[src/rtl/scpad_pkg.sv]
// ============================================================================
//  Module      : scpad_pkg
//  Description : Shared scratchpad types and sizes. Provides the DRAM response
//                beat type, the per-id read tracking entry and a helper that
//                builds the "all beats received" mask.
//  Config      : DRAM_RSP_SUBID_CHECK_EN adds an 8-bit received-beat mask to
//                the tracking entry.
//  Revision    : 1.0  initial release
// ============================================================================
`default_nettype none

package scpad_pkg;

  localparam int DRAM_ID_WIDTH    = 4;
  localparam int DRAM_RSP_DEPTH   = 8;
  localparam int SCPAD_DATA_WIDTH = 128;

  typedef logic [SCPAD_DATA_WIDTH-1:0] scpad_data_t;
  typedef logic [DRAM_ID_WIDTH-1:0]    dram_id_t;

  // One DRAM read-response beat as it sits in the response FIFO.
  typedef struct packed {
    dram_id_t    id;
    logic [2:0]  sub_id;
    scpad_data_t data;
  } dram_rsp_t;

  // Per-id tracking entry. expected holds beats-minus-one of the request.
  typedef struct packed {
    logic       busy;
    logic [2:0] expected;
    logic [2:0] count;
`ifdef DRAM_RSP_SUBID_CHECK_EN
    logic [7:0] mask;
`endif
  } rsp_track_t;

  // Ones in bits 0..last: the mask a request is complete at.
  function automatic logic [7:0] beats_mask(input logic [2:0] last);
    return 8'hFF >> (3'd7 - last);
  endfunction

endpackage

`default_nettype wire

[src/rtl/dram_rsp_fifo.sv]
// ============================================================================
//  Module      : dram_rsp_fifo
//  Description : Generic synchronous FIFO of response beats. Pointers carry
//                one extra MSB so full and empty are told apart without a
//                separate counter. Push is ignored when full, pop when empty.
//  Ports       : CLK, nRST (async active-low)
//                push/push_data  - write side
//                pop/head        - read side, head is the oldest entry
//                full/empty      - occupancy flags
//  Revision    : 1.0  initial release
// ============================================================================
`default_nettype none

module dram_rsp_fifo
  import scpad_pkg::*;
#(
  parameter int  DEPTH = DRAM_RSP_DEPTH,
  parameter type T     = dram_rsp_t
) (
  input  logic CLK,
  input  logic nRST,
  input  logic push,
  input  T     push_data,
  input  logic pop,
  output T     head,
  output logic full,
  output logic empty
);

  localparam int AW = $clog2(DEPTH);
  localparam logic [AW:0] PTR_ONE = (AW + 1)'(1);

  logic [AW:0] wr_ptr_q, wr_ptr_d;
  logic [AW:0] rd_ptr_q, rd_ptr_d;
  T            mem_q [DEPTH];
  T            mem_d [DEPTH];

  always_comb begin
    empty = (wr_ptr_q == rd_ptr_q);
    // Same slot, opposite lap bit: the writer is a whole lap ahead.
    full  = (wr_ptr_q[AW] != rd_ptr_q[AW]) &&
            (wr_ptr_q[AW-1:0] == rd_ptr_q[AW-1:0]);
    head  = mem_q[rd_ptr_q[AW-1:0]];
  end

  always_comb begin
    wr_ptr_d = wr_ptr_q;
    rd_ptr_d = rd_ptr_q;
    mem_d    = mem_q;
    if (push && !full) begin
      mem_d[wr_ptr_q[AW-1:0]] = push_data;
      wr_ptr_d                = wr_ptr_q + PTR_ONE;
    end
    if (pop && !empty) begin
      rd_ptr_d = rd_ptr_q + PTR_ONE;
    end
  end

  always_ff @(posedge CLK or negedge nRST) begin
    if (!nRST) begin
      wr_ptr_q <= '0;
      rd_ptr_q <= '0;
      for (int i = 0; i < DEPTH; i++) mem_q[i] <= '0;
    end else begin
      wr_ptr_q <= wr_ptr_d;
      rd_ptr_q <= rd_ptr_d;
      mem_q    <= mem_d;
    end
  end

endmodule

`default_nettype wire

[src/rtl/dram_rsp_queue.sv]
// ============================================================================
//  Module      : dram_rsp_queue
//  Description : Buffers DRAM read-response beats, drains them to the
//                scratchpad SRAM write port under backend stall, and tracks
//                beats per id to pulse a completion once a whole read request
//                has been written.
//  Ports       : CLK, nRST              clock, async active-low reset
//                alloc_*                read issued by the request queue
//                dram_rsp_*             incoming beats (valid/ready)
//                sram_wr_*              head beat toward SRAM
//                be_stall               head pops on sram_wr_valid & !be_stall
//                be_dram_rd_req_complete/complete_id  one-cycle completion
//                rsp_queue_full, rsp_err              status / error pulse
//  Config      : DRAM_RSP_SUBID_CHECK_EN - drop duplicate or out-of-range
//                sub_ids and require every sub_id before completing.
//  Revision    : 1.0  initial release
// ============================================================================
`default_nettype none

module dram_rsp_queue
  import scpad_pkg::*;
#(
  parameter int DEPTH  = DRAM_RSP_DEPTH,
  parameter int ID_W   = DRAM_ID_WIDTH,
  parameter int DATA_W = SCPAD_DATA_WIDTH
) (
  input  logic              CLK,
  input  logic              nRST,
  input  logic              alloc_valid,
  input  logic [ID_W-1:0]   alloc_id,
  input  logic [2:0]        alloc_num_request,
  input  logic              dram_rsp_valid,
  input  logic [ID_W-1:0]   dram_rsp_id,
  input  logic [2:0]        dram_rsp_sub_id,
  input  logic [DATA_W-1:0] dram_rsp_data,
  output logic              dram_rsp_ready,
  output logic              sram_wr_valid,
  output logic [ID_W-1:0]   sram_wr_id,
  output logic [2:0]        sram_wr_sub_id,
  output logic [DATA_W-1:0] sram_wr_data,
  input  logic              be_stall,
  output logic              be_dram_rd_req_complete,
  output logic [ID_W-1:0]   complete_id,
  output logic              rsp_queue_full,
  output logic              rsp_err
);

  localparam int ENTRIES = 2 ** ID_W;

  typedef struct packed {
    logic [ID_W-1:0]   id;
    logic [2:0]        sub_id;
    logic [DATA_W-1:0] data;
  } beat_t;

  beat_t           push_beat;
  beat_t           head_beat;
  logic            fifo_full;
  logic            fifo_empty;
  logic            pop;
  logic            discard;
  logic            final_beat;
  rsp_track_t      head_entry;
  rsp_track_t      table_q [ENTRIES];
  rsp_track_t      table_d [ENTRIES];
  logic            err_q, err_d;
  logic            cmpl_q, cmpl_d;
  logic [ID_W-1:0] cmpl_id_q, cmpl_id_d;

  always_comb push_beat = '{id: dram_rsp_id, sub_id: dram_rsp_sub_id, data: dram_rsp_data};

  dram_rsp_fifo #(
    .DEPTH (DEPTH),
    .T     (beat_t)
  ) u_fifo (
    .CLK       (CLK),
    .nRST      (nRST),
    .push      (dram_rsp_valid),
    .push_data (push_beat),
    .pop       (pop),
    .head      (head_beat),
    .full      (fifo_full),
    .empty     (fifo_empty)
  );

  // Classify the head beat against its tracking entry.
  always_comb begin
    head_entry = table_q[head_beat.id];
    discard    = 1'b0;
`ifdef DRAM_RSP_SUBID_CHECK_EN
    // A repeated or out-of-range sub_id is dropped; it leaves the FIFO
    // without waiting on be_stall because nothing is written for it.
    discard    = !fifo_empty && head_entry.busy &&
                 (head_entry.mask[head_beat.sub_id] ||
                  (head_beat.sub_id > head_entry.expected));
    final_beat = ((head_entry.mask | (8'h01 << head_beat.sub_id)) ==
                  beats_mask(head_entry.expected));
`else
    final_beat = (head_entry.count == head_entry.expected);
`endif
    pop = !fifo_empty && (!be_stall || discard);
  end

  // Table update: the pop is applied first so that an alloc landing on an id
  // whose final beat pops this same cycle sees a free entry and wins it.
  always_comb begin
    table_d   = table_q;
    err_d     = 1'b0;
    cmpl_d    = 1'b0;
    cmpl_id_d = '0;

    if (pop) begin
      if (!head_entry.busy || discard) begin
        err_d = 1'b1;
      end else if (final_beat) begin
        table_d[head_beat.id] = '0;
        cmpl_d                = 1'b1;
        cmpl_id_d             = head_beat.id;
      end else begin
        table_d[head_beat.id].count = head_entry.count + 3'd1;
`ifdef DRAM_RSP_SUBID_CHECK_EN
        table_d[head_beat.id].mask[head_beat.sub_id] = 1'b1;
`endif
      end
    end

    if (alloc_valid) begin
      if (table_d[alloc_id].busy) err_d = 1'b1;
      table_d[alloc_id]          = '0;
      table_d[alloc_id].busy     = 1'b1;
      table_d[alloc_id].expected = alloc_num_request;
    end
  end

  always_comb begin
    dram_rsp_ready          = !fifo_full;
    rsp_queue_full          = fifo_full;
    sram_wr_valid           = !fifo_empty && !discard;
    sram_wr_id              = fifo_empty ? '0 : head_beat.id;
    sram_wr_sub_id          = fifo_empty ? '0 : head_beat.sub_id;
    sram_wr_data            = fifo_empty ? '0 : head_beat.data;
    be_dram_rd_req_complete = cmpl_q;
    complete_id             = cmpl_id_q;
    rsp_err                 = err_q;
  end

  always_ff @(posedge CLK or negedge nRST) begin
    if (!nRST) begin
      for (int i = 0; i < ENTRIES; i++) table_q[i] <= '0;
      err_q     <= 1'b0;
      cmpl_q    <= 1'b0;
      cmpl_id_q <= '0;
    end else begin
      table_q   <= table_d;
      err_q     <= err_d;
      cmpl_q    <= cmpl_d;
      cmpl_id_q <= cmpl_id_d;
    end
  end

endmodule

`default_nettype wire

[config.mk]
export PLATFORM = sky130hd
export DESIGN_NAME = dram_rsp_queue
export DESIGN_NICKNAME = d
export VERILOG_FILES = /design/src/rtl/scpad_pkg.sv /design/src/rtl/dram_rsp_fifo.sv /design/src/rtl/dram_rsp_queue.sv
export SDC_FILE = /design/constraint.sdc
export NUM_CORES = 2
export LEC_CHECK = 0
export BUFFER_PORTS_ARGS = -buffer_cell sky130_fd_sc_hd__buf_2
export CAP_MARGIN = 10
export CORE_MARGIN = 2
export CORE_UTILIZATION = 33
export DETAILED_ROUTE_END_ITERATION = 10
export PLACE_DENSITY = 0.53
export SETUP_SLACK_MARGIN = 0.3
export SLEW_MARGIN = 20
export SYNTH_ARGS = -nofsm -noshare
export SYNTH_HDL_FRONTEND = slang
export SYNTH_HIERARCHICAL = 1
export SYNTH_SLANG_ARGS = --single-unit
export TNS_END_PERCENT = 5
[constraint.sdc]
create_clock -name CLK -period 12.7 [get_ports CLK]
set_input_delay 2.54 -clock CLK [delete_from_list [all_inputs] [get_ports CLK]]
set_output_delay 2.54 -clock CLK [all_outputs]
set_load 0.02 [all_outputs]
==> results_tabular.tex <==
\begin{tabular}{lr}
\hline
Metric & Value \\
\hline
\multicolumn{2}{l}{\textbf{Clocking}} \\
Clock Tree Buf Depth & 3 \\
CTS root buf & sky130\_fd\_sc\_hd\_\_clkbuf\_16 \\
Number of hold buffers added after cts & 0 \\
Clock edge transition at the registers on the reported setup and hold paths & 60 ps \\
Clock tree from TritonCTS & built \\
Number of buffers added for setup after CTS & 0 \\
Latest clock arrival within the worst-skew pair & 790 ps \\
Count of instances resized after the clock tree is built & 0 \\
H-tree Lvls & 4 \\
Number of buffers added by the clock tree synthesis step & 144 \\
Clk sink count & 1206 \\
\multicolumn{2}{l}{\textbf{Synthesis}} \\
Most instantiated flip-flop cell in the synthesis netlist & sky130\_fd\_sc\_hd\_\_dfrtp\_1 \\
Cell taking the most area after synthesis & sky130\_fd\_sc\_hd\_\_dfrtp\_1 \\
Mean cell area of the mapped netlist & 15.7 um\^{}2 \\
Netlist cell types & 52 \\
Number of standard cells after synthesis & 3531 \\
Net count after synthesis & 3681 \\
Combined area of all synthesized cells & 0.0554 mm\^{}2 \\
Yosys synthesis warning count & 6 \\
Share of the synthesized area in the top cell type & 54.5\% \\
Most instantiated cells after synthesis & sky130\_fd\_sc\_hd\_\_dfrtp\_1 (1206), sky130\_fd\_sc\_hd\_\_mux2\_2 (1167), sky130\_fd\_sc\_hd\_\_mux4\_2 (299), sky130\_fd\_sc\_hd\_\_nor2b\_1 (139), sky130\_fd\_sc\_hd\_\_buf\_2 (126) \\
Flop and latch count out of synthesis & 1206 \\
Area contributors post-synth & sky130\_fd\_sc\_hd\_\_dfrtp\_1 (54\%), sky130\_fd\_sc\_hd\_\_mux2\_2 (24\%), sky130\_fd\_sc\_hd\_\_mux4\_2 (12\%) \\
Sequential-to-total area share from yosys stat & 54.5\% \\
Ys async rst share & 100\% \\
Number of synthesized flops with an enable pin & 0 \\
Most used standard cell by instance count after synthesis & sky130\_fd\_sc\_hd\_\_dfrtp\_1 \\
\multicolumn{2}{l}{\textbf{STA}} \\
RSZ-0062 raised after global routing & no \\
Total Neg Setup Slack & 0 ps \\
Period utilisation layout & 58.4\% \\
Post-route minimum period & 7420 ps \\
Worst-margin pin slew & 1070 ps \\
Rel. slew slack & 28.4\% \\
Number of max-slew violations in the final report & 0 \\
Final setup violation count & 0 \\
Worst clock skew & 20.8 ps \\
Fmax & 135 MHz \\
Final hold violation count & 0 \\
Final worst hold slack & 496 ps \\
\multicolumn{2}{l}{\textbf{Route}} \\
WL/cell & 23.3 um \\
Vias per std cell & 5.12 \\
Total iterations of the first detailed-routing run & 5 \\
Antenna Nets Post-Route & 0 \\
Via count & 31191 \\
Final routed DRC violation total & 0 \\
Post-detailed-routing wire length & 142000 um \\
Number of violations reported at the end of detailed-routing iteration 0 & 1729 \\
\multicolumn{2}{l}{\textbf{Worst setup path}} \\
Startpoint class of the critical path & flop \\
Critical path data required time & 10160 ps \\
Largest fanout of any net on the critical path & 61 \\
Kind of capture point of the worst setup path & output port \\
Class of the most critical setup path & reg -> out \\
Data arrival time of the critical path & 4880 ps \\
R2R cell count & 12 \\
\multicolumn{2}{l}{\textbf{Placed design}} \\
Sum of net half-perimeters after detailed placement & 80800 um \\
GPL Wtd Cong & 0.829 \\
Number of I/O port buffers & 290 \\
\multicolumn{2}{l}{\textbf{Job}} \\
Number of violations of the max-capacitance limit & 0 \\
\multicolumn{2}{l}{\textbf{Worst hold path}} \\
Worst Hold Depth & 1 \\
Path class of the lowest-slack min-delay path & reg -> reg \\
\multicolumn{2}{l}{\textbf{Power}} \\
Leakage power summed over all cells & 27.4 nW \\
Power per cell area & 310 mW/mm\^{}2 \\
Worst supply voltage drop on vdd & 0.244 mV \\
\multicolumn{2}{l}{\textbf{Floorplan}} \\
Total die area & 0.171 mm\^{}2 \\
Row Count & 150 \\
Core Area & 0.167 mm\^{}2 \\
Initial Utilization & 33.2\% \\
Die Y & 414 um \\
I/O Pins & 291 \\
Die X-Extent & 414 um \\
\multicolumn{2}{l}{\textbf{Layout}} \\
Net count, final & 3929 \\
Area delta synth->final & 14.8\% \\
Share of cells above drive strength 1 & 53.6\% \\
\multicolumn{2}{l}{\textbf{Run status}} \\
Run status & completed \\
\multicolumn{2}{l}{\textbf{Global route}} \\
Aggregate global-route resource usage & 16.8\% \\
First-pass GRT wire length & 218000 um \\
Initial antenna violation count & 33 \\
Largest net degree at the start of global routing & 169 \\
Total congestion overflow after global routing & 0 \\
Number of global-route vias before repair & 33752 \\
\hline
\end{tabular}
[where the power goes]
group	internal (mW)	total, mW	leakage, nW	switching (mW)
logic	4.62	9.03	10.6	4.40
clock network	2.35	4.03	2.26	1.69
registers	5.75	6.69	14.6	0.941
total	12.7	19.7	27.4	7.03
[through the flow]
step / util (%) / cell area [um^2] / instances / worst slack, ps / power, mW
2_1_floorplan: - / 55400 / 3531 / 7250 / 13.2
3_3_place_gp: 35.3 / 59000 / 5836 / 6000 / 15.8
3_5_place_dp: 35.3 / 59000 / 5836 / 5990 / 15.9
4_1_cts: 38.1 / 63600 / 6086 / 5080 / 20.1
5_1_grt: 38.1 / 63600 / 6089 / 5000 / 21.0
6_report: 38.1 / 63600 / 6091 / 5280 / 19.7
[final timing paths]
path / slack, ps / startpoint / end
setup / recovery: 5280 / u_fifo/rd_ptr_q[1] / sram_wr_data[102]
hold / removal: 500 / table_q[53] / table_q[53]
setup reg to reg: 6420 / u_fifo/rd_ptr_q[0] / table_q[92]
hold reg to reg: 500 / table_q[53] / table_q[53]
max in group asynchronous: 8710 / nRST / table_q[49]
min in group asynchronous: 1730 / nRST / u_fifo/mem_q[152]
[layer usage]
metal  vias up  routed length (um)  track usage (%)
met5         -                 160                0
met4        24                3670             4.93
met3       272                5280             3.34
met2       518               67800             27.3
met1     16808               65000             22.8
li1      13569                   -                -
[final cells by class]
type,count,area [um^2]
repair buffers,349,2020
clock buffers,218,4170
well taps,2204,2760
multi-input cells,2067,24000
clock inverters,32,438
inverters,11,41.3
flip-flops and latches,1206,30200
diodes,4,10.0
fillers,15670,103000
[cells by family (layout without fill, tap and decap cells)]
group	count (synthesis)	in the layout	synth area share, %
DFF	1206	1206	54.5
adders and majority gates	3	3	0.0678
xor gates and xnor gates	15	15	0.237
other	0	4	0
AOI/OAI and AO/OA	102	102	1.22
and+or+nand+nor	381	381	3.53
muxes	1566	1566	38.1
buffers and inverters	258	610	2.30
[layout by cell type, fill, tap and decap left out, types with 11 or more instances in the layout]
| master | netlist | layout |
|---|---|---|
| sky130_fd_sc_hd__xor2_1 | 11 | 11 |
| sky130_fd_sc_hd__clkbuf_8 | 0 | 27 |
| sky130_fd_sc_hd__dfrtp_1 | 1206 | 1203 |
| sky130_fd_sc_hd__clkbuf_16 | 0 | 145 |
| sky130_fd_sc_hd__nand3_1 | 12 | 12 |
| sky130_fd_sc_hd__o21ai_0 | 27 | 27 |
| sky130_fd_sc_hd__nor2b_1 | 139 | 139 |
| sky130_fd_sc_hd__nor2_1 | 91 | 91 |
| sky130_fd_sc_hd__mux4_2 | 299 | 299 |
| sky130_fd_sc_hd__mux2i_1 | 50 | 50 |
| sky130_fd_sc_hd__clkinv_2 | 0 | 12 |
| sky130_fd_sc_hd__clkbuf_1 | 95 | 46 |
| sky130_fd_sc_hd__nand2_1 | 88 | 88 |
| sky130_fd_sc_hd__mux2_2 | 1167 | 1167 |
| sky130_fd_sc_hd__a22o_1 | 21 | 21 |
| sky130_fd_sc_hd__mux2_4 | 50 | 50 |
| sky130_fd_sc_hd__buf_4 | 8 | 50 |
| sky130_fd_sc_hd__buf_2 | 126 | 289 |
| sky130_fd_sc_hd__a22oi_1 | 12 | 12 |
| sky130_fd_sc_hd__o21ai_1 | 20 | 20 |
[critical path, stage by stage, from the launching register on]
cell,delay [ps]
sky130_fd_sc_hd__dfrtp_4,760
sky130_fd_sc_hd__buf_4,550
sky130_fd_sc_hd__buf_4,840
sky130_fd_sc_hd__buf_4,750
sky130_fd_sc_hd__mux4_2,400
sky130_fd_sc_hd__mux2_2,340
sky130_fd_sc_hd__nor2b_1,150
sky130_fd_sc_hd__buf_2,180
[registers in the layout, indices dropped and copies added (netlist names)]
signal	cells
u_fifo/wr_ptr_q	4
u_fifo/mem_q	1080
table_q	112
be_dram_rd_req_complete	1
rsp_err	1
complete_id	4
u_fifo/rd_ptr_q	4
No activity file was read; power rests on OpenSTA's default activity.
